===== src/rtl/program_dump_tx_pkg.sv =====
// Shared CPU package: dump-transmitter state encoding and 8N1 UART frame constants.
package program_dump_tx_pkg;

  localparam int FRAME_DATA_BITS      = 8;
  localparam int FRAME_STOP_BITS      = 1;
  localparam int DEFAULT_CLKS_PER_BIT = 16;

  typedef enum logic [2:0] {
    ST_IDLE,
    ST_FETCH,
    ST_START,
    ST_DATA,
    ST_STOP,
    ST_DONE
  } dump_state_e;

endpackage


===== src/rtl/baud_tick_gen.sv =====
// Baud-rate tick generator: pulses tick_o on the last clock of every bit period while enabled.
module baud_tick_gen #(
  parameter int CLKS_PER_BIT = 16
) (
  input  logic clk_i,
  input  logic reset_i,
  input  logic enable_i,
  output logic tick_o
);

  localparam int                CW       = (CLKS_PER_BIT > 1) ? $clog2(CLKS_PER_BIT) : 1;
  localparam logic [CW-1:0]     LAST_CNT = CW'(CLKS_PER_BIT - 1);

  logic [CW-1:0] cnt_q, cnt_d;

  assign tick_o = enable_i && (cnt_q == LAST_CNT);

  // Held at zero while disabled so every enabled period starts with a full bit time.
  always_comb begin
    // NOTE: default assignment first so no path through this block can infer a latch.
    cnt_d = cnt_q;
    if (!enable_i || tick_o) cnt_d = '0;
    else                     cnt_d = cnt_q + 1'b1;
  end

  always_ff @(posedge clk_i) begin
    // NOTE: sequential state uses non-blocking assignments only, avoiding read/write races between flops.
    if (reset_i) cnt_q <= '0;
    else         cnt_q <= cnt_d;
  end

endmodule


===== src/rtl/program_dump_tx.sv =====
// Dumps MEMORY_REGISTERS program-memory words out of a UART 8N1 serial line, one frame per word.
module program_dump_tx
  import program_dump_tx_pkg::*;
#(
  parameter int CLKS_PER_BIT         = DEFAULT_CLKS_PER_BIT,
  parameter int MEMORY_ADDRESS_WIDTH = 4,
  parameter int MEMORY_REGISTERS     = 16,
  parameter int WORD_WIDTH           = 8
) (
  input  logic                            clk_i,
  input  logic                            reset_i,
  input  logic                            start_i,
  output logic [MEMORY_ADDRESS_WIDTH-1:0] mem_addr_o,
  input  logic [WORD_WIDTH-1:0]           mem_data_i,
  output logic                            tx_o,
  output logic                            busy_o,
  output logic                            done_o
);

  localparam logic [MEMORY_ADDRESS_WIDTH-1:0] LAST_ADDR     = MEMORY_ADDRESS_WIDTH'(MEMORY_REGISTERS - 1);
  localparam logic [2:0]                      LAST_DATA_BIT = 3'(FRAME_DATA_BITS - 1);
  localparam logic [2:0]                      LAST_STOP_BIT = 3'(FRAME_STOP_BITS - 1);

  dump_state_e                     state_q;
  logic [7:0]                      shift_q;
  logic [2:0]                      bit_cnt_q;
  logic [MEMORY_ADDRESS_WIDTH-1:0] addr_q;
  logic                            tx_q;
  logic                            busy_q;
  logic                            done_q;
  logic                            baud_en;
  logic                            baud_tick;
  logic [7:0]                      word_ext;

  always_comb begin
    word_ext                   = '0;
    word_ext[WORD_WIDTH-1:0]   = mem_data_i;
  end

  assign baud_en = (state_q == ST_START) || (state_q == ST_DATA) || (state_q == ST_STOP);

  baud_tick_gen #(
    .CLKS_PER_BIT(CLKS_PER_BIT)
  ) u_baud_tick_gen (
    .clk_i   (clk_i),
    .reset_i (reset_i),
    .enable_i(baud_en),
    .tick_o  (baud_tick)
  );

  // tx_q always carries the level of the state being entered, so the line is a clean flop output.
  always_ff @(posedge clk_i) begin
    if (reset_i) begin
      state_q   <= ST_IDLE;
      shift_q   <= '0;
      bit_cnt_q <= '0;
      addr_q    <= '0;
      tx_q      <= 1'b1;
      busy_q    <= 1'b0;
      done_q    <= 1'b0;
    end else begin
      done_q <= 1'b0;
      unique case (state_q)
        ST_IDLE: begin
          if (start_i) begin
            state_q <= ST_FETCH;
            busy_q  <= 1'b1;
          end
        end
        ST_FETCH: begin
          shift_q   <= word_ext;
          bit_cnt_q <= '0;
          tx_q      <= 1'b0;
          state_q   <= ST_START;
        end
        ST_START: begin
          if (baud_tick) begin
            tx_q    <= shift_q[0];
            state_q <= ST_DATA;
          end
        end
        ST_DATA: begin
          if (baud_tick) begin
            if (bit_cnt_q == LAST_DATA_BIT) begin
              tx_q      <= 1'b1;
              bit_cnt_q <= '0;
              state_q   <= ST_STOP;
            end else begin
              shift_q   <= shift_q >> 1;
              tx_q      <= shift_q[1];
              bit_cnt_q <= bit_cnt_q + 1'b1;
            end
          end
        end
        ST_STOP: begin
          if (baud_tick) begin
            if (bit_cnt_q != LAST_STOP_BIT) begin
              bit_cnt_q <= bit_cnt_q + 1'b1;
            end else if (addr_q == LAST_ADDR) begin
              done_q  <= 1'b1;
              state_q <= ST_DONE;
            end else begin
              addr_q  <= addr_q + 1'b1;
              state_q <= ST_FETCH;
            end
          end
        end
        ST_DONE: begin
          busy_q  <= 1'b0;
          addr_q  <= '0;
          state_q <= ST_IDLE;
        end
        default: state_q <= ST_IDLE;
      endcase
    end
  end

  assign mem_addr_o = addr_q;
  assign tx_o       = tx_q;
  assign busy_o     = busy_q;
  assign done_o     = done_q;

endmodule


===== config.mk =====
export PLATFORM = sky130hd
export DESIGN_NAME = program_dump_tx
export DESIGN_NICKNAME = d
export VERILOG_FILES = /design/src/rtl/program_dump_tx_pkg.sv /design/src/rtl/baud_tick_gen.sv /design/src/rtl/program_dump_tx.sv
export SDC_FILE = /design/constraint.sdc
export NUM_CORES = 1
export LEC_CHECK = 0
export CAP_MARGIN = 20
export CELL_PAD_IN_SITES_DETAIL_PLACEMENT = 0
export CELL_PAD_IN_SITES_GLOBAL_PLACEMENT = 1
export CORE_AREA = 2 2 66 99
export DETAILED_ROUTE_END_ITERATION = 6
export DIE_AREA = 0 0 68 101
export PLACE_DENSITY_LB_ADDON = 0.3
export SETUP_SLACK_MARGIN = 0.5
export SLEW_MARGIN = 20
export SYNTH_ARGS = -nofsm -noshare
export SYNTH_HDL_FRONTEND = slang
export SYNTH_SLANG_ARGS = --single-unit

===== constraint.sdc =====
create_clock -name clk_i -period 1.7 [get_ports clk_i]
set_clock_uncertainty 0.1 [all_clocks]
set_input_delay 0.34 -clock clk_i [delete_from_list [all_inputs] [get_ports clk_i]]
set_output_delay 0.34 -clock clk_i [all_outputs]
set_load 0.01 [all_outputs]

# Word level (Yosys, flattened, before mapping)
# Cells that the tools add are included.
word_totals:
  word_cells: 77
  input_bits: 11
  ff_bits: 25
  out_inout_bits: 7
op_classes:
  addsub: 3
  reduce_logical: 20
  n_bitwise: 2
  mux: 27
  n_eq_ne: 17
ops:
  columns: ["op", "count"]
  rows:
  - ["$mux W3", 11]
  - ["$mux W8", 2]
  - ["$pmux W8 S2", 1]
  - ["$pmux W3 S5", 1]
  - ["$mux W4", 3]
  - ["$ne A2 B1 Y1 const B", 5]
  - ["$eq A3 B3 Y1 const B", 3]
  - ["$pmux W3 S3", 1]
  - ["$reduce_bool A3 Y1", 3]
  - ["$add A4 B1 Y4 const B", 2]
  - ["$eq A4 B4 Y1 const B", 2]
  - ["$ne A2 B2 Y1 const B", 4]
  - ["$pmux W4 S2", 1]
  - ["$reduce_and A4 Y1", 2]
  - ["$eq A3 B2 Y1 const B", 2]
  - ["$reduce_and A3 Y1", 2]
  - ["$reduce_and A6 Y1", 1]
  - ["$reduce_bool A2 Y1", 3]
  - ["$mux W1", 5]
  - ["$reduce_or A4 Y1", 1]
  - ["$add A3 B1 Y3 const B", 1]
  - ["$eq A3 B1 Y1 const B", 1]
  - ["$logic_not A3 Y1", 1]
  - ["$logic_or A1 B1 Y1", 3]
  - ["other kinds (7)", 8]

# Longest topological paths before layout
# Gate-level depths: netlist (run 1).
logic_depth:
  ltp_word: 6
  depth_mapped: 7

# Hierarchy
# From an unflattened synthesis (run 1), not the netlist that was laid out.
hier_totals:
  hier_cells: 155
  hier_area_um2: 1333.8
modules_own_cells:
  columns: ["mod", "cells_per_inst", "seq_area_each_um2", "area_each_um2", "instances"]
  rows:
  - ["program_dump_tx", 138, 420.4, 1176.1, 1]
  - ["baud_tick_gen", 17, 80.1, 157.7, 1]

# Worst setup path before layout (run 1)
# Ideal clock, no wire load.
synth_timing:
  path_type: "register to register"
  start: "register u_baud_tick_gen.cnt_q[0]"
  end: "register bit_cnt_q[0]"
  arrival_ps: 1420
  required_ps: 1477
  path_slack_ps: 56
  stages_incl_launch_ff: 6
  period_less_slack_ps: 1644
  cell_sequence: "dfxtp_1 > ha_1 > and3_1 > clkbuf_1 > a2bb2o_4 > mux2_1"
synth_via:
  elab_chain_len: 4
  elab_cells_between_ends: 5
synth_lines:
  columns: ["element", "line_no", "rtl"]
  rows:
  - ["start, declared", "baud_tick_gen.sv:14", "logic [CW-1:0] cnt_q, cnt_d;"]
  - ["start signal, assigned", "baud_tick_gen.sv:29", "else cnt_q <= cnt_d;"]
  - ["$eq A4 B4 Y1 *", "baud_tick_gen.sv:16", "assign tick_o = enable_i && (cnt_q == LAST_CNT);"]
  - ["$logic_and A1 B1 Y1 *", "baud_tick_gen.sv:16", null]
  - ["$ne A2 B1 Y1 (no line)", null, null]
  - ["$reduce_and A4 Y1 (no line) *", null, null]
  - ["end signal, assigned", "program_dump_tx.sv:91", "bit_cnt_q <= bit_cnt_q + 1'b1;"]
  - ["end signal, assigned", "program_dump_tx.sv:98", "bit_cnt_q <= bit_cnt_q + 1'b1;"]
  - ["end, declared", "program_dump_tx.sv:26", "logic [2:0] bit_cnt_q;"]
# Every way passes the cells marked *; elsewhere a longest branch is shown, timed or not.
# A chain may end at the register's enable or synchronous reset.

# Final worst setup path (run 1)
layout_timing:
  start: "register bit_cnt_q[0]"
  end: "register bit_cnt_q[0]"
layout_via:
  elab_chain_len: 4
  elab_cells_between_ends: 10
layout_lines:
  columns: ["element", "line_no", "rtl"]
  rows:
  - ["$add A3 B1 Y3 / $eq A3 B3 Y1 (equally long branches)", "program_dump_tx.sv:91, program_dump_tx.sv:98, program_dump_tx.sv:84", null]
  - ["$mux W3 (on tied branches)", "program_dump_tx.sv:97, program_dump_tx.sv:84", null]
  - ["$mux W3 (on tied branches)", "program_dump_tx.sv:96, program_dump_tx.sv:83", null]
  - ["$pmux W3 S3", "program_dump_tx.sv:63", "unique case (state_q)"]
# Parallel ways exist; a longest one is shown, timed or not. The select of a mux whose other input is x is not followed.

==> results.py, run 1 <==
metrics = {
    "run_status": {
        "status": "finished, final reports clean",
    },
    "placement": {
        "pre_cts_slack_ns": 0.0839,
        "io_buffers": 17,
        "dp_hpwl_um": 2680,
        "gp_congestion": 0.699,
    },
    "floorplanning": {
        "die_w_um": 68,
        "core_area_mm2": 0.00604,
        "rows": 35,
        "die_h_um": 101,
        "ios": 18,
        "die_area_mm2": 0.00687,
        "start_util_pct": 23.9,
    },
    "power_and_ir_drop": {
        "p_leak_nw": 0.794,
        "ir_drop_uv": 291,
        "totalPowerFinal_mw": 1.24,
        "p_per_area_mw_per_mm2": 539,
    },
    "hold_path": {
        "hold_path_class": "flip-flop to flip-flop",
        "hold-path-cell-count": 2,
        "min_to": "shift_q[7]",
        "min-delay-start": "shift_q[7]",
    },
    "sta": {
        "setup_ws_ns": 0.0898,
        "hold_violations": 0,
        "fmax_mhz": 621,
        "relSlewSlack_pct": 78.6,
        "worst_slew_pin_slew_ns": 0.320,
        "hold_ws_ns": 0.399,
        "drv_slew": 0,
        "fin_tns_setup_ns": 0,
        "rsz0062_at_grt": "yes",
        "setup_viol": 0,
        "timing.final.crit_period_ns": 1.61,
        "period_share_pct": 94.7,
    },
    "cts": {
        "htreeDepth": 1,
        "clk_pin_slew_ns": 0.10,
        "numClockSinks": 25,
        "cts_tree": "yes",
        "clk-insertion-delay-late_ns": 0.28,
        "ctsLongestPathBuffers": 2,
        "cts_hold_buf": 0,
        "ctsRootBufferMaster": "clkbuf_8",
        "numCtsBuffers": 3,
    },
    "flow_run": {
        "cap_viol_max_count": 0,
    },
    "drt": {
        "vias": 1405,
        "routedWlPerCell_um": 14.0,
        "drtAntennaViolNets": 0,
        "dr.first_iter.drc_count": 35,
        "drt_wl_total_um": 4090,
        "drc_errors": 0,
        "first_pass_iters": 4,
        "vias_per_cell": 4.83,
    },
    "layout": {
        "drive_above_1_share_pct": 47.5,
        "fillers": 633,
        "mostFrequentLayoutCell": "buf_4",
        "regArea_um2": 532,
        "syn2layout_area_growth_pct": 59.4,
        "final_cell_mix": "28 x buf_4, 15 x buf_6, 11 x nand3_1, 11 x a21oi_1",
        "multi_input_area_mm2": 0.00108,
        "final_net_count": 234,
        "antenna_cells": 0,
        "post-route-util_pct": 38.1,
    },
    "synthesis": {
        "netlist_area_mm2": 0.00145,
        "netlist_instances": 168,
        "yosysWarnings": 0,
        "synth-main-ff-cell": "dfxtp_1",
        "yosysSeqAreaShare_pct": 34.6,
        "syn_area_per_cell_um2": 8.60,
        "yosysTopAreaCell": "dfxtp_1",
        "ys_ff_latch": 25,
        "synth_edf_count": 0,
        "synth.top_cell.area_share_pct": 34.6,
        "syn_nets": 184,
        "synth_area_leaders": "dfxtp_1 35%, nor3b_1 4.7%, ha_1 4.3%",
        "async_reset_ff_share_pct": 0,
        "yosysUniqueCellTypes": 48,
    },
    "grt": {
        "antenna_found_initial": 0,
        "overflow": 0,
        "grt_pass1_vias": 1431,
        "grt_pass1_wl_um": 6580,
        "track_usage_pct": 12.4,
        "grt_max_degree": 20,
    },
    "setup_path": {
        "crit_fanout": 5,
        "arrival_ns": 1.68,
        "end_kind": "flip-flop",
        "start_kind": "flip-flop",
        "worst_ep_required_time_ns": 1.77,
        "reg2reg_slack_ns": 0.09,
        "r2r-start": "bit_cnt_q[0]",
        "critical_path_class": "flip-flop to flip-flop",
        "r2r-end": "bit_cnt_q[0]",
        "r2r_cells": 6,
    },
}
worst max-delay path: stages, from the launching register on:
cell	delay [ns]
dfxtp_4	0.39
inv_4	0.04
ha_4	0.13
or2b_4	0.27
nand2_4	0.06
a2bb2o_4	0.22
mux2_4	0.29
where the power goes:
part	internal, mW	switching, mW	leakage, nW	total [mW]
logic	0.124	0.102	0.562	0.225
clock network	0.167	0.219	0.0217	0.385
registers	0.605	0.0254	0.211	0.631
layout make-up:
type                       count  share of cell area [%]
inverter                       6                    1.20
clock buffer                   3                    1.79
clock inverter                 1                   0.326
timing repair buffer          56                    22.8
multi-input combinational    126                    46.8
sequential                    25                    23.1
tap                           74                    4.02
cells in the mapped netlist (2+ instances only):
master and number:
nand3b_1 2, nand4_1 7, dfxtp_1 25, inv_1 6, nand2b_1 4, clkbuf_1 5
nor2b_1 4, and3_1 2, a31oi_1 9, nand2_1 8, nor3_1 3, nor4_2 2
a21oi_1 12, buf_2 5, nor2_1 10, or2b_1 2, mux2i_1 4, ha_1 5
or3b_1 3, nand3_1 12, nor3b_1 9, o21bai_1 3
metrics by stage:
| stage | std cells | area, um2 |
|---|---|---|
| 2_1_floorplan | 168 | 1540 |
| 3_3_place_gp | 262 | 1850 |
| 3_5_place_dp | 262 | 1850 |
| 4_1_cts | 281 | 2080 |
| 5_1_grt | 291 | 2300 |
| 6_report | 291 | 2300 |
sequential cells by signal, indices dropped and copies added (netlist names):
register,flops
bit_cnt_q,3
busy_o,1
done_o,1
mem_addr_o,4
shift_q,8
state_q,3
tx_o,1
u_baud_tick_gen.cnt_q,4
how the worst max path moves through the flow:
stage                  from                  endpoint  slack [ns]
2_1_floorplan  bit_cnt_q[1]              bit_cnt_q[0]        0.18
3_3_place_gp        reset_i                    done_o        0.08
3_5_place_dp        reset_i  u_baud_tick_gen.cnt_q[3]        0.08
4_1_cts        bit_cnt_q[1]              bit_cnt_q[0]        0.09
5_1_grt        bit_cnt_q[0]              bit_cnt_q[0]        0.04
6_report       bit_cnt_q[0]              bit_cnt_q[0]        0.09
layer usage:
metal  vias to the layer above  global-route usage, %  share of wire (%)
met1                       671                   14.0                 43
met2                        15                   23.2                 55
met5                         -                      0                  0
met3                         2                   1.68                1.5
met4                         0                   3.69               0.83
li1                        717                      -                  -
cell families after synthesis:
family / after synthesis / synth area share, %
multiplexers: 5 / 3.55
buffers and inverters: 18 / 5.63
AND/OR/NAND/NOR: 77 / 33.2
flip-flops: 25 / 34.6
AO/OA/AOI/OAI: 36 / 17.5
adder cells (fa/ha/maj): 5 / 4.33
XOR/XNOR: 2 / 1.21
repair_timing:
| action | 4_1_cts | 5_1_grt |
|---|---|---|
| cloned | 1 | 0 |
| pin swaps | 4 | 4 |
| resized for setup | 49 | 35 |
| endpoints found under the setup margin | 31 | 31 |
| buffers inserted | 14 | 10 |
Note: power is estimated with default switching activity, not from simulation.
==> inputs of run 2 (changes only) <==
--- a/config.mk
+++ b/config.mk
@@ -8,9 +8,9 @@
 export CAP_MARGIN = 20
 export CELL_PAD_IN_SITES_DETAIL_PLACEMENT = 0
 export CELL_PAD_IN_SITES_GLOBAL_PLACEMENT = 1
-export CORE_AREA = 2 2 66 99
+export CORE_AREA = 2 2 57 113
 export DETAILED_ROUTE_END_ITERATION = 6
-export DIE_AREA = 0 0 68 101
+export DIE_AREA = 0 0 59 115
 export PLACE_DENSITY_LB_ADDON = 0.3
 export SETUP_SLACK_MARGIN = 0.5
 export SLEW_MARGIN = 20
==> run 2 against run 1 <==
Routed wire length shrank 0.42%. Final area down 3.6%. Combinational power hardly changed. Sequential share of layout area increased by 0.91 points. Register-to-register slack barely moved. Total power is 13% higher. Hold slack worse by 0.046 ns. Highest routed layer unchanged. Global-route usage up 0.40 points. Critical path depth stayed put. First-iteration DRC count rose by 74%. Count of clock-buffer cells in the layout is the same. Non-clock buffer count is 5 lower.
==> results.py, run 2 (synthesized netlist as in run 1, its figures left out) <==
metrics = {
    "run_status": {
        "status": "finished, final reports clean",
    },
    "sta": {
        "fmax_mhz": 623,
        "hold_violations": 0,
        "hold_ws_ns": 0.353,
        "drv_slew": 0,
        "relSlewSlack_pct": 77.6,
        "worst_slew_pin_slew_ns": 0.335,
        "fin_tns_setup_ns": 0,
        "setup_viol": 0,
        "rsz0062_at_grt": "yes",
        "timing.final.crit_period_ns": 1.61,
        "period_share_pct": 94.4,
    },
    "floorplanning": {
        "die_area_mm2": 0.00679,
        "core_area_mm2": 0.00591,
        "rows": 40,
        "die_h_um": 115,
        "die_w_um": 59,
        "start_util_pct": 24.5,
        "ios": 18,
    },
    "cts": {
        "numClockSinks": 25,
        "ctsRootBufferMaster": "clkbuf_16",
        "ctsLongestPathBuffers": 2,
        "clk-insertion-delay-late_ns": 0.27,
        "clk_pin_slew_ns": 0.07,
        "cts_tree": "yes",
        "cts_hold_buf": 0,
        "numCtsBuffers": 3,
        "htreeDepth": 1,
    },
    "placement": {
        "gp_congestion": 0.750,
        "dp_hpwl_um": 2660,
        "postPlaceCellArea_mm2": 0.00182,
        "io_buffers": 17,
    },
    "power_and_ir_drop": {
        "p_per_area_mw_per_mm2": 632,
        "p_leak_nw": 0.781,
        "ir_drop_uv": 287,
    },
    "layout": {
        "final_net_count": 229,
        "multi_input_area_mm2": 0.00104,
        "mostFrequentLayoutCell": "buf_4",
        "syn2layout_area_growth_pct": 53.7,
        "fin_area_mm2": 0.00222,
        "largest_register_ff_count": 8,
        "fillers": 630,
        "antenna_cells": 0,
        "regArea_um2": 533,
        "post-route-util_pct": 37.6,
        "final_cell_mix": "25 x buf_4, 12 x nand3_1, 11 x a21oi_1, 11 x dfxtp_1, 11 x buf_6",
        "drive_above_1_share_pct": 45.3,
        "top_register": "shift_q",
    },
    "hold_path": {
        "hold_path_class": "primary input to flip-flop",
    },
    "setup_path": {
        "arrival_ns": 1.66,
        "start_kind": "flip-flop",
        "crit_fanout": 5,
        "critical_path_class": "flip-flop to flip-flop",
        "critical_path.max_stage_delay_ns": 0.36,
        "worst_ep_required_time_ns": 1.76,
        "end_kind": "flip-flop",
        "crit_slowest_cell": "dfxtp_2",
        "worstPathCellList": "inv_2, ha_4, or2b_4, nand2_4, a2bb2o_4, mux2_4",
    },
    "grt": {
        "grt_pass1_wl_um": 6780,
        "track_usage_pct": 12.8,
        "antenna_found_initial": 0,
        "grt_max_degree": 25,
        "grt_pass1_vias": 1428,
        "overflow": 0,
    },
    "drt": {
        "first_pass_iters": 4,
        "vias_per_cell": 5.16,
        "dr.first_iter.drc_count": 61,
        "vias": 1419,
        "routedWlPerCell_um": 14.8,
        "drtAntennaViolNets": 0,
        "drt_wl_total_um": 4070,
        "drc_errors": 0,
    },
    "flow_run": {
        "cap_viol_max_count": 0,
    },
}
-- run 2: final timing paths --
check | slack [ns] | from | to | depth (start not counted)
worst max register to register | 0.09 | bit_cnt_q[0] | bit_cnt_q[0] | 6
worst max-delay path | 0.09 | bit_cnt_q[0] | bit_cnt_q[0] | 6
worst min-delay path | 0.35 | reset_i | bit_cnt_q[1] | 3
worst min register to register | 0.39 | shift_q[4] | shift_q[4] | 2
-- run 2: where the power goes --
group,internal [mW],total (mW),leakage (nW),switching [mW]
sequential,0.605,0.629,0.211,0.0236
clock,0.318,0.552,0.0409,0.233
combinational,0.123,0.224,0.530,0.101
-- run 2: worst max-delay path, delay by kind of cell (launching register included) --
| kind | cells | cell delay (ns) |
|---|---|---|
| DFF | 1 | 0.36 |
| AOI/OAI and AO/OA | 1 | 0.21 |
| buffers and inverters | 1 | 0.06 |
| adders and majority gates | 1 | 0.14 |
| muxes | 1 | 0.30 |
| and+or+nand+nor | 2 | 0.33 |
-- run 2: stage by stage --
step,setup WS (ns),power (mW),cells
after floorplan,0.179,0.759,168
after global placement,0.0869,0.827,249
after detailed placement,0.0187,0.829,249
after CTS,0.0979,1.39,270
after global routing,0.0375,1.46,275
final,0.0944,1.40,275
-- run 2: timing repair --
item / CTS / global route
gates resized for setup: 53 / 23
buffers inserted: 16 / 4
gates cloned: 1 / 1
setup endpoints to repair: 32 / 28
pin swaps: 7 / 7
-- run 2: cell type report --
class | count | share of cell area (%)
clock buffer | 3 | 3.38
timing repair buffer | 51 | 21.0
clock inverter | 1 | 0.225
sequential | 25 | 24.0
multi-input combinational | 126 | 46.8
tap | 63 | 3.55
inverter | 6 | 1.01
-- run 2: layer usage --
layer  vias up  track usage [%]  wire, um
met4         0             3.79        51
li1        709                -         -
met1       685             16.5      1720
met2        20             21.5      2150
met3         5             2.14       143
met5         -                0         0
